<file path="src/rtl/mac_pe_v2_if.sv">
// mac_pe_v2_if -- operand, forwarding and drain-chain bundle of one
// systolic processing element.
//
// Members:
//   in_a / in_a_valid / in_a_last   row operand from the left neighbour
//   in_b / in_b_valid               column operand from the upper neighbour
//   out_a / out_a_valid / out_a_last registered row operand to the right
//   out_b / out_b_valid             registered column operand downward
//   c_in / c_in_valid               drain-chain data from the upper PE
//   c_out / c_out_valid             drain-chain data to the lower PE
//   tile_active                     a tile is partially accumulated
//   err_overflow                    sticky: a tile result was dropped
//
// Modports:
//   master -- the environment / neighbours driving the PE
//   slave  -- the PE itself
interface mac_pe_v2_if #(
    parameter int DATA_W = 32,
    parameter int OUT_W  = 32
);
    logic [DATA_W-1:0] in_a;
    logic              in_a_valid;
    logic              in_a_last;
    logic [DATA_W-1:0] in_b;
    logic              in_b_valid;
    logic [DATA_W-1:0] out_a;
    logic              out_a_valid;
    logic              out_a_last;
    logic [DATA_W-1:0] out_b;
    logic              out_b_valid;
    logic [OUT_W-1:0]  c_in;
    logic              c_in_valid;
    logic [OUT_W-1:0]  c_out;
    logic              c_out_valid;
    logic              tile_active;
    logic              err_overflow;

    modport master (
        output in_a, in_a_valid, in_a_last, in_b, in_b_valid, c_in, c_in_valid,
        input  out_a, out_a_valid, out_a_last, out_b, out_b_valid,
        input  c_out, c_out_valid, tile_active, err_overflow
    );

    modport slave (
        input  in_a, in_a_valid, in_a_last, in_b, in_b_valid, c_in, c_in_valid,
        output out_a, out_a_valid, out_a_last, out_b, out_b_valid,
        output c_out, c_out_valid, tile_active, err_overflow
    );
endinterface

</file>
<file path="src/rtl/mac_pe_v2.sv">
// mac_pe_v2 -- output-stationary multiply-accumulate processing element.
//
// Forwards operands right (a) and down (b) with one registered stage,
// accumulates matched valid operand pairs into an ACC_W accumulator, and at
// the end of each tile converts the sum to OUT_W bits and offers it to a
// single-entry hold buffer that drains onto a shared column chain. Upstream
// drain traffic always wins the chain slot.
//
// Ports:
//   clk  rising-edge clock
//   rst  synchronous, active-low reset (0 = reset)
//   pe   mac_pe_v2_if.slave bundle (operands, forwarding, drain chain, status)
module mac_pe_v2 #(
    parameter int DATA_W = 32,
    parameter int ACC_W  = 64,
    parameter int OUT_W  = 32,
    parameter bit SIGNED = 1'b1,
    parameter bit SAT    = 1'b1
) (
    input  logic       clk,
    input  logic       rst,
    mac_pe_v2_if.slave pe
);
    typedef enum logic {EMPTY = 1'b0, FULL = 1'b1} hold_state_t;

    // One extra bit per operand lets a single signed multiplier cover both
    // modes: the top bit is the sign in SIGNED mode and 0 otherwise.
    logic signed [DATA_W:0]     a_ext;
    logic signed [DATA_W:0]     b_ext;
    logic signed [2*DATA_W+1:0] prod_full;
    logic [ACC_W-1:0]           prod_ext;
    logic [ACC_W-1:0]           acc_q, acc_d;
    logic [OUT_W-1:0]           result;
    logic                       fire, new_res, grant;

    logic [DATA_W-1:0] out_a_q, out_b_q;
    logic              out_a_valid_q, out_a_last_q, out_b_valid_q;
    logic [OUT_W-1:0]  c_out_q, hold_q;
    logic              c_out_valid_q, tile_active_q, err_q;
    hold_state_t       state_q;

    // Saturating / truncating ACC_W -> OUT_W conversion.
    function automatic logic [OUT_W-1:0] conv(input logic [ACC_W-1:0] s);
        logic [ACC_W-1:0] hi;
        logic [OUT_W-1:0] r;
        hi = '0;
        r  = s[OUT_W-1:0];
        if (SAT) begin
            if (SIGNED) begin
                // Fits iff every bit from OUT_W-1 upward equals the sign.
                hi = ACC_W'($signed(s) >>> (OUT_W - 1));
                if (hi != '0 && hi != '1)
                    r = s[ACC_W-1] ? {1'b1, {(OUT_W-1){1'b0}}}
                                   : {1'b0, {(OUT_W-1){1'b1}}};
            end else begin
                hi = s >> OUT_W;
                if (hi != '0)
                    r = '1;
            end
        end
        return r;
    endfunction

    always_comb begin
        a_ext     = {(SIGNED && pe.in_a[DATA_W-1]), pe.in_a};
        b_ext     = {(SIGNED && pe.in_b[DATA_W-1]), pe.in_b};
        prod_full = (2*DATA_W+2)'(a_ext) * (2*DATA_W+2)'(b_ext);
        // Signed cast extends with the sign bit, which is 0 for unsigned mode.
        prod_ext  = ACC_W'(prod_full);
        acc_d     = acc_q + prod_ext;
        result    = conv(acc_d);
        fire      = pe.in_a_valid && pe.in_b_valid;
        new_res   = fire && pe.in_a_last;
        grant     = !pe.c_in_valid && (state_q == FULL);
    end

    always_ff @(posedge clk) begin
        if (!rst) begin
            out_a_q       <= '0;
            out_a_valid_q <= 1'b0;
            out_a_last_q  <= 1'b0;
            out_b_q       <= '0;
            out_b_valid_q <= 1'b0;
            acc_q         <= '0;
            tile_active_q <= 1'b0;
            hold_q        <= '0;
            state_q       <= EMPTY;
            c_out_q       <= '0;
            c_out_valid_q <= 1'b0;
            err_q         <= 1'b0;
        end else begin
            out_a_q       <= pe.in_a;
            out_a_valid_q <= pe.in_a_valid;
            out_a_last_q  <= pe.in_a_last;
            out_b_q       <= pe.in_b;
            out_b_valid_q <= pe.in_b_valid;

            if (fire) begin
                if (pe.in_a_last) begin
                    acc_q         <= '0;
                    tile_active_q <= 1'b0;
                end else begin
                    acc_q         <= acc_d;
                    tile_active_q <= 1'b1;
                end
            end

            // Drain slot: upstream first, then our held result.
            if (pe.c_in_valid) begin
                c_out_q       <= pe.c_in;
                c_out_valid_q <= 1'b1;
            end else if (state_q == FULL) begin
                c_out_q       <= hold_q;
                c_out_valid_q <= 1'b1;
            end else begin
                c_out_valid_q <= 1'b0;
            end

            case (state_q)
                EMPTY: begin
                    if (new_res) begin
                        hold_q  <= result;
                        state_q <= FULL;
                    end
                end
                FULL: begin
                    if (grant) begin
                        if (new_res)
                            hold_q <= result;
                        else
                            state_q <= EMPTY;
                    end else if (new_res) begin
                        // Slot denied and buffer occupied: the new result is lost.
                        err_q <= 1'b1;
                    end
                end
                default: state_q <= EMPTY;
            endcase
        end
    end

    assign pe.out_a        = out_a_q;
    assign pe.out_a_valid  = out_a_valid_q;
    assign pe.out_a_last   = out_a_last_q;
    assign pe.out_b        = out_b_q;
    assign pe.out_b_valid  = out_b_valid_q;
    assign pe.c_out        = c_out_q;
    assign pe.c_out_valid  = c_out_valid_q;
    assign pe.tile_active  = tile_active_q;
    assign pe.err_overflow = err_q;
endmodule

</file>
<file path="src/flat_wrapper.sv">
// flat-port wrapper written by rule: the top's interface ports become plain ports
module mac_pe_v2_flat 
#(
    parameter int DATA_W = 32,
    parameter int ACC_W  = 64,
    parameter int OUT_W  = 32,
    parameter bit SIGNED = 1'b1,
    parameter bit SAT    = 1'b1
)
  (clk, rst, pe_in_a, pe_in_a_valid, pe_in_a_last, pe_in_b, pe_in_b_valid, pe_c_in, pe_c_in_valid, pe_out_a, pe_out_a_valid, pe_out_a_last, pe_out_b, pe_out_b_valid, pe_c_out, pe_c_out_valid, pe_tile_active, pe_err_overflow);
  mac_pe_v2_if #(.DATA_W(DATA_W), .OUT_W(OUT_W)) pe_i ();
  input  logic clk;
  input  logic rst;
  input wire logic [$bits(pe_i.in_a)-1:0] pe_in_a;
  input wire logic [$bits(pe_i.in_a_valid)-1:0] pe_in_a_valid;
  input wire logic [$bits(pe_i.in_a_last)-1:0] pe_in_a_last;
  input wire logic [$bits(pe_i.in_b)-1:0] pe_in_b;
  input wire logic [$bits(pe_i.in_b_valid)-1:0] pe_in_b_valid;
  input wire logic [$bits(pe_i.c_in)-1:0] pe_c_in;
  input wire logic [$bits(pe_i.c_in_valid)-1:0] pe_c_in_valid;
  output wire logic [$bits(pe_i.out_a)-1:0] pe_out_a;
  output wire logic [$bits(pe_i.out_a_valid)-1:0] pe_out_a_valid;
  output wire logic [$bits(pe_i.out_a_last)-1:0] pe_out_a_last;
  output wire logic [$bits(pe_i.out_b)-1:0] pe_out_b;
  output wire logic [$bits(pe_i.out_b_valid)-1:0] pe_out_b_valid;
  output wire logic [$bits(pe_i.c_out)-1:0] pe_c_out;
  output wire logic [$bits(pe_i.c_out_valid)-1:0] pe_c_out_valid;
  output wire logic [$bits(pe_i.tile_active)-1:0] pe_tile_active;
  output wire logic [$bits(pe_i.err_overflow)-1:0] pe_err_overflow;
  assign pe_i.in_a = pe_in_a;
  assign pe_i.in_a_valid = pe_in_a_valid;
  assign pe_i.in_a_last = pe_in_a_last;
  assign pe_i.in_b = pe_in_b;
  assign pe_i.in_b_valid = pe_in_b_valid;
  assign pe_i.c_in = pe_c_in;
  assign pe_i.c_in_valid = pe_c_in_valid;
  assign pe_out_a = pe_i.out_a;
  assign pe_out_a_valid = pe_i.out_a_valid;
  assign pe_out_a_last = pe_i.out_a_last;
  assign pe_out_b = pe_i.out_b;
  assign pe_out_b_valid = pe_i.out_b_valid;
  assign pe_c_out = pe_i.c_out;
  assign pe_c_out_valid = pe_i.c_out_valid;
  assign pe_tile_active = pe_i.tile_active;
  assign pe_err_overflow = pe_i.err_overflow;
  mac_pe_v2 #(.DATA_W(DATA_W), .ACC_W(ACC_W), .OUT_W(OUT_W), .SIGNED(SIGNED), .SAT(SAT)) u_core (.clk(clk), .rst(rst), .pe(pe_i));
endmodule
</file>
<file path="config.mk">
export PLATFORM = sky130hd
export DESIGN_NAME = mac_pe_v2_flat
export DESIGN_NICKNAME = d
export VERILOG_FILES = /design/src/rtl/mac_pe_v2_if.sv /design/src/rtl/mac_pe_v2.sv /design/src/flat_wrapper.sv
export SDC_FILE = /design/constraint.sdc
export NUM_CORES = 2
export LEC_CHECK = 0
export CAP_MARGIN = 20
export CELL_PAD_IN_SITES_DETAIL_PLACEMENT = 1
export CELL_PAD_IN_SITES_GLOBAL_PLACEMENT = 2
export CORE_MARGIN = 5
export CORE_UTILIZATION = 37
export CTS_CLUSTER_SIZE = 10
export DETAILED_ROUTE_END_ITERATION = 7
export PLACE_DENSITY = 0.82
export SYNTH_ARGS = -nofsm -noshare
export SYNTH_HDL_FRONTEND = slang
export SYNTH_SLANG_ARGS = --single-unit
export TNS_END_PERCENT = 20
</file>
<file path="constraint.sdc">
create_clock -name clk -period 11 [get_ports clk]
set_input_delay 2.2 -clock clk [delete_from_list [all_inputs] [get_ports clk]]
set_output_delay 2.2 -clock clk [all_outputs]
set_load 0.02 [all_outputs]
</file>
==> impl_metrics.csv <==
group,metric,value,unit
finish,final-seq-area,3990,um^2
yosys,synth_area_leaders,"fa_1, inv_1, dfxtp_1",
worst_setup_path,start_kind,"primary input",
route,wl,153000,um
worst_setup_path,crit_type,"in2reg",
grt,overflow,0,
grt,grt_pass1_wl,244000,um
worst_setup_path,cp_num_buf_inv,13,
worst_setup_path,endpoint_kind,"register",
worst_setup_path,path_max_fanout,27,
finish,final_nets,7128,
die,dieArea,138000,um^2
yosys,synth_area_leader_cell,"fa_1",
finish,drive_gt1_share,11.1,%
yosys,ys_seq_elements,199,
route,ant_nets,0,
grt,antenna_found_initial,1,
route,route.detailed.drc,0,
finish,nFillCells,14800,
worst_setup_path,slowest_delay,580,ps
yosys,yosys.area.top_type_share,50.3,%
status,status,"finished, final reports clean",
finish,areaGrowthSynthToFinish,17.4,%
finish,n_antenna_cell,0,
yosys,yosysMostFrequentCell,"fa_1",
placement,dp_hpwl,133000,um
worst_setup_path,slowest_stage,"fa_1",
placement,port_buffers,203,
finish,final_cells,7353,
timing,setup_tns,0,ps
die,rows,132,
worst_setup_path,startpoint,"pe_in_b[2]",
clock_network,htree_levels,4,
worst_setup_path,crit_top_cell,"fa_1",
run,max_cap_violations,0,
clock_network,clockBufferDepth,2,
die,dieHeight,371,um
yosys,synth_seq_area_share,8.27,%
worst_setup_path,crit_arrival,11250,ps
route,drt_pre_antenna_iters,6,
timing,fin_skew,19.1,ps
placement,gp_congestion,0.920,
timing,max-slew-margin-rel,40.5,%
clock_network,cts-root-buf,"clkbuf_16",
timing,post-route-period-util,98.0,%
yosys,syn_nets,6707,
clock_network,cts_tree,"built",
timing,hold_violations,0,
grt,grt_pass1_vias,41800,
yosys,synth_cell_types,93,
worst_hold_path,hold_start,"u_core.pe.err_overflow$_SDFFE_PN0P_",
route,vias,36100,
yosys,ys_top_cells_by_count,"fa_1, inv_1, nand2_1",
timing,fmax,92.8,MHz
clock_network,clk_latency,550,ps
yosys,syn-cell-area,48200,um^2
route,drt_iter0_drc,1647,
yosys,yosys_warnings,0,
grt,grt_usage,23.0,%
route,routedWlPerCell,20.8,um
yosys,synth_edf_count,0,
clock_network,clock_sinks,199,
die,core,129000,um^2
timing,fin_crit,10780,ps
grt,grt_start_max_net_pins,68,
die,io_pins,204,
timing,slew_violations,0,
worst_setup_path,worst-endpoint-required,11470,ps
finish,multi_input_area,38700,um^2
worst_setup_path,r2r-start,"u_core.acc_q[18]$_SDFFE_PN0P_",
placement,placed_cells,7313,
clock_network,ctsHoldBuffers,0,
route,post_drt_via_cell_ratio,4.91,
yosys,ys_async_sr_fraction,0,%
die,die_w,371,um
die,initial_core_util,37.2,%
timing,worstMarginPinSlew,892,ps
worst_setup_path,crit_family,"adder cells",
yosys,synth_flop_cell,"dfxtp_1",
clock_network,clk_pin_slew,90,ps
yosys,syn_avg_cell_area,9.31,um^2
worst_hold_path,hold_class,"reg2reg",
timing,finalSetupViolCount,0,
clock_network,numCtsBuffers,17,
yosys,postSynthCellCount,5177,
==> path summary, 6_finish.rpt <==
check	cells past startpoint	end	slack [ps]
setup / recovery	34	u_core.hold_q[1]$_SDFFE_PN0P_	220
hold / removal	1	u_core.pe.err_overflow$_SDFFE_PN0P_	490
setup reg to reg	29	u_core.hold_q[1]$_SDFFE_PN0P_	2540
hold reg to reg	1	u_core.pe.err_overflow$_SDFFE_PN0P_	490
==> through the flow <==
stage / utilization (%) / setup slack, ps / area (um^2) / hold slack, ps
finish: 43.7 / 219 / 56600 / 487
global route: 43.7 / -42.5 / 56600 / 511
CTS: 43.5 / 7.01 / 56300 / 494
detailed placement: 43.0 / -613 / 55700 / 473
global placement: 43.0 / -469 / 55700 / 449
floorplan: - / 257 / 48200 / 439
==> timing repair <==
action                     4_1_cts  5_1_grt
pin swaps                        2       13
gates resized for setup         11       35
setup endpoints to repair       31       31
buffers inserted                 1        4
hold endpoints to repair         0        0
cloned                           1        2
==> per-layer routing <==
layer | vias to the layer above | global-route usage (%) | wire length (um)
met3 | 161 | 1.93 | 3940
met2 | 568 | 42.0 | 81100
met1 | 19400 | 29.6 | 65000
met4 | 0 | 5.37 | 3250
met5 | - | 0 | 0
li1 | 16000 | - | -
==> worst register-to-register path, delay by kind of cell, from the launching register on <==
kind / cells / cell delay (ps)
fa+ha+maj: 9 / 4410
compound gates: 7 / 1600
simple gates: 4 / 1250
buf+inv: 8 / 670
flops: 1 / 320
xor+xnor: 1 / 110
==> layout make-up <==
class,count,area share (%)
multi-input combinational,3492,68.4
inverter,1208,8.02
tap,1742,3.85
sequential,199,7.04
clock inverter,14,0.276
timing repair buffer,680,11.6
clock buffer,18,0.759
==> cell usage in the layout (no fill, tap or decap), drive strengths merged, types with 16 or more instances in the layout <==
master	instances
nor2b	39
xor2	22
inv	1215
clkdlybuf4s50	200
o21ai	136
o21a	24
xnor2	50
nor3	24
mux2i	36
ha	218
nand3	16
buf	480
a21o	25
nand2	669
clkbuf	18
a21oi	139
o211ai	16
nor2	100
and2	564
nand4	34
a22oi	26
dfxtp	199
fa	1210
==> flip-flops by register name, summed over array words and instances (netlist names) <==
signal and flops:
u_core.acc_q 64, u_core.hold_q 32, u_core.pe.c_out 32, u_core.pe.out_a 32, u_core.pe.out_b 32, u_core.pe.c_out_valid 1
u_core.pe.err_overflow 1, u_core.pe.out_a_last 1, u_core.pe.out_a_valid 1, u_core.pe.out_b_valid 1, u_core.pe.tile_active 1, u_core.state_q 1
==> kinds of logic after synthesis <==
group / synth area share [%]
buffers and inverters: 11.9
adders and majority gates: 55.9
muxes: 0.794
and+or+nand+nor: 15.6
AOI/OAI and AO/OA: 6.22
xor gates and xnor gates: 1.31
DFF: 8.27
Power is not shown: default switching activity piles up to over one toggle a cycle in this logic, so the estimate is an artifact.
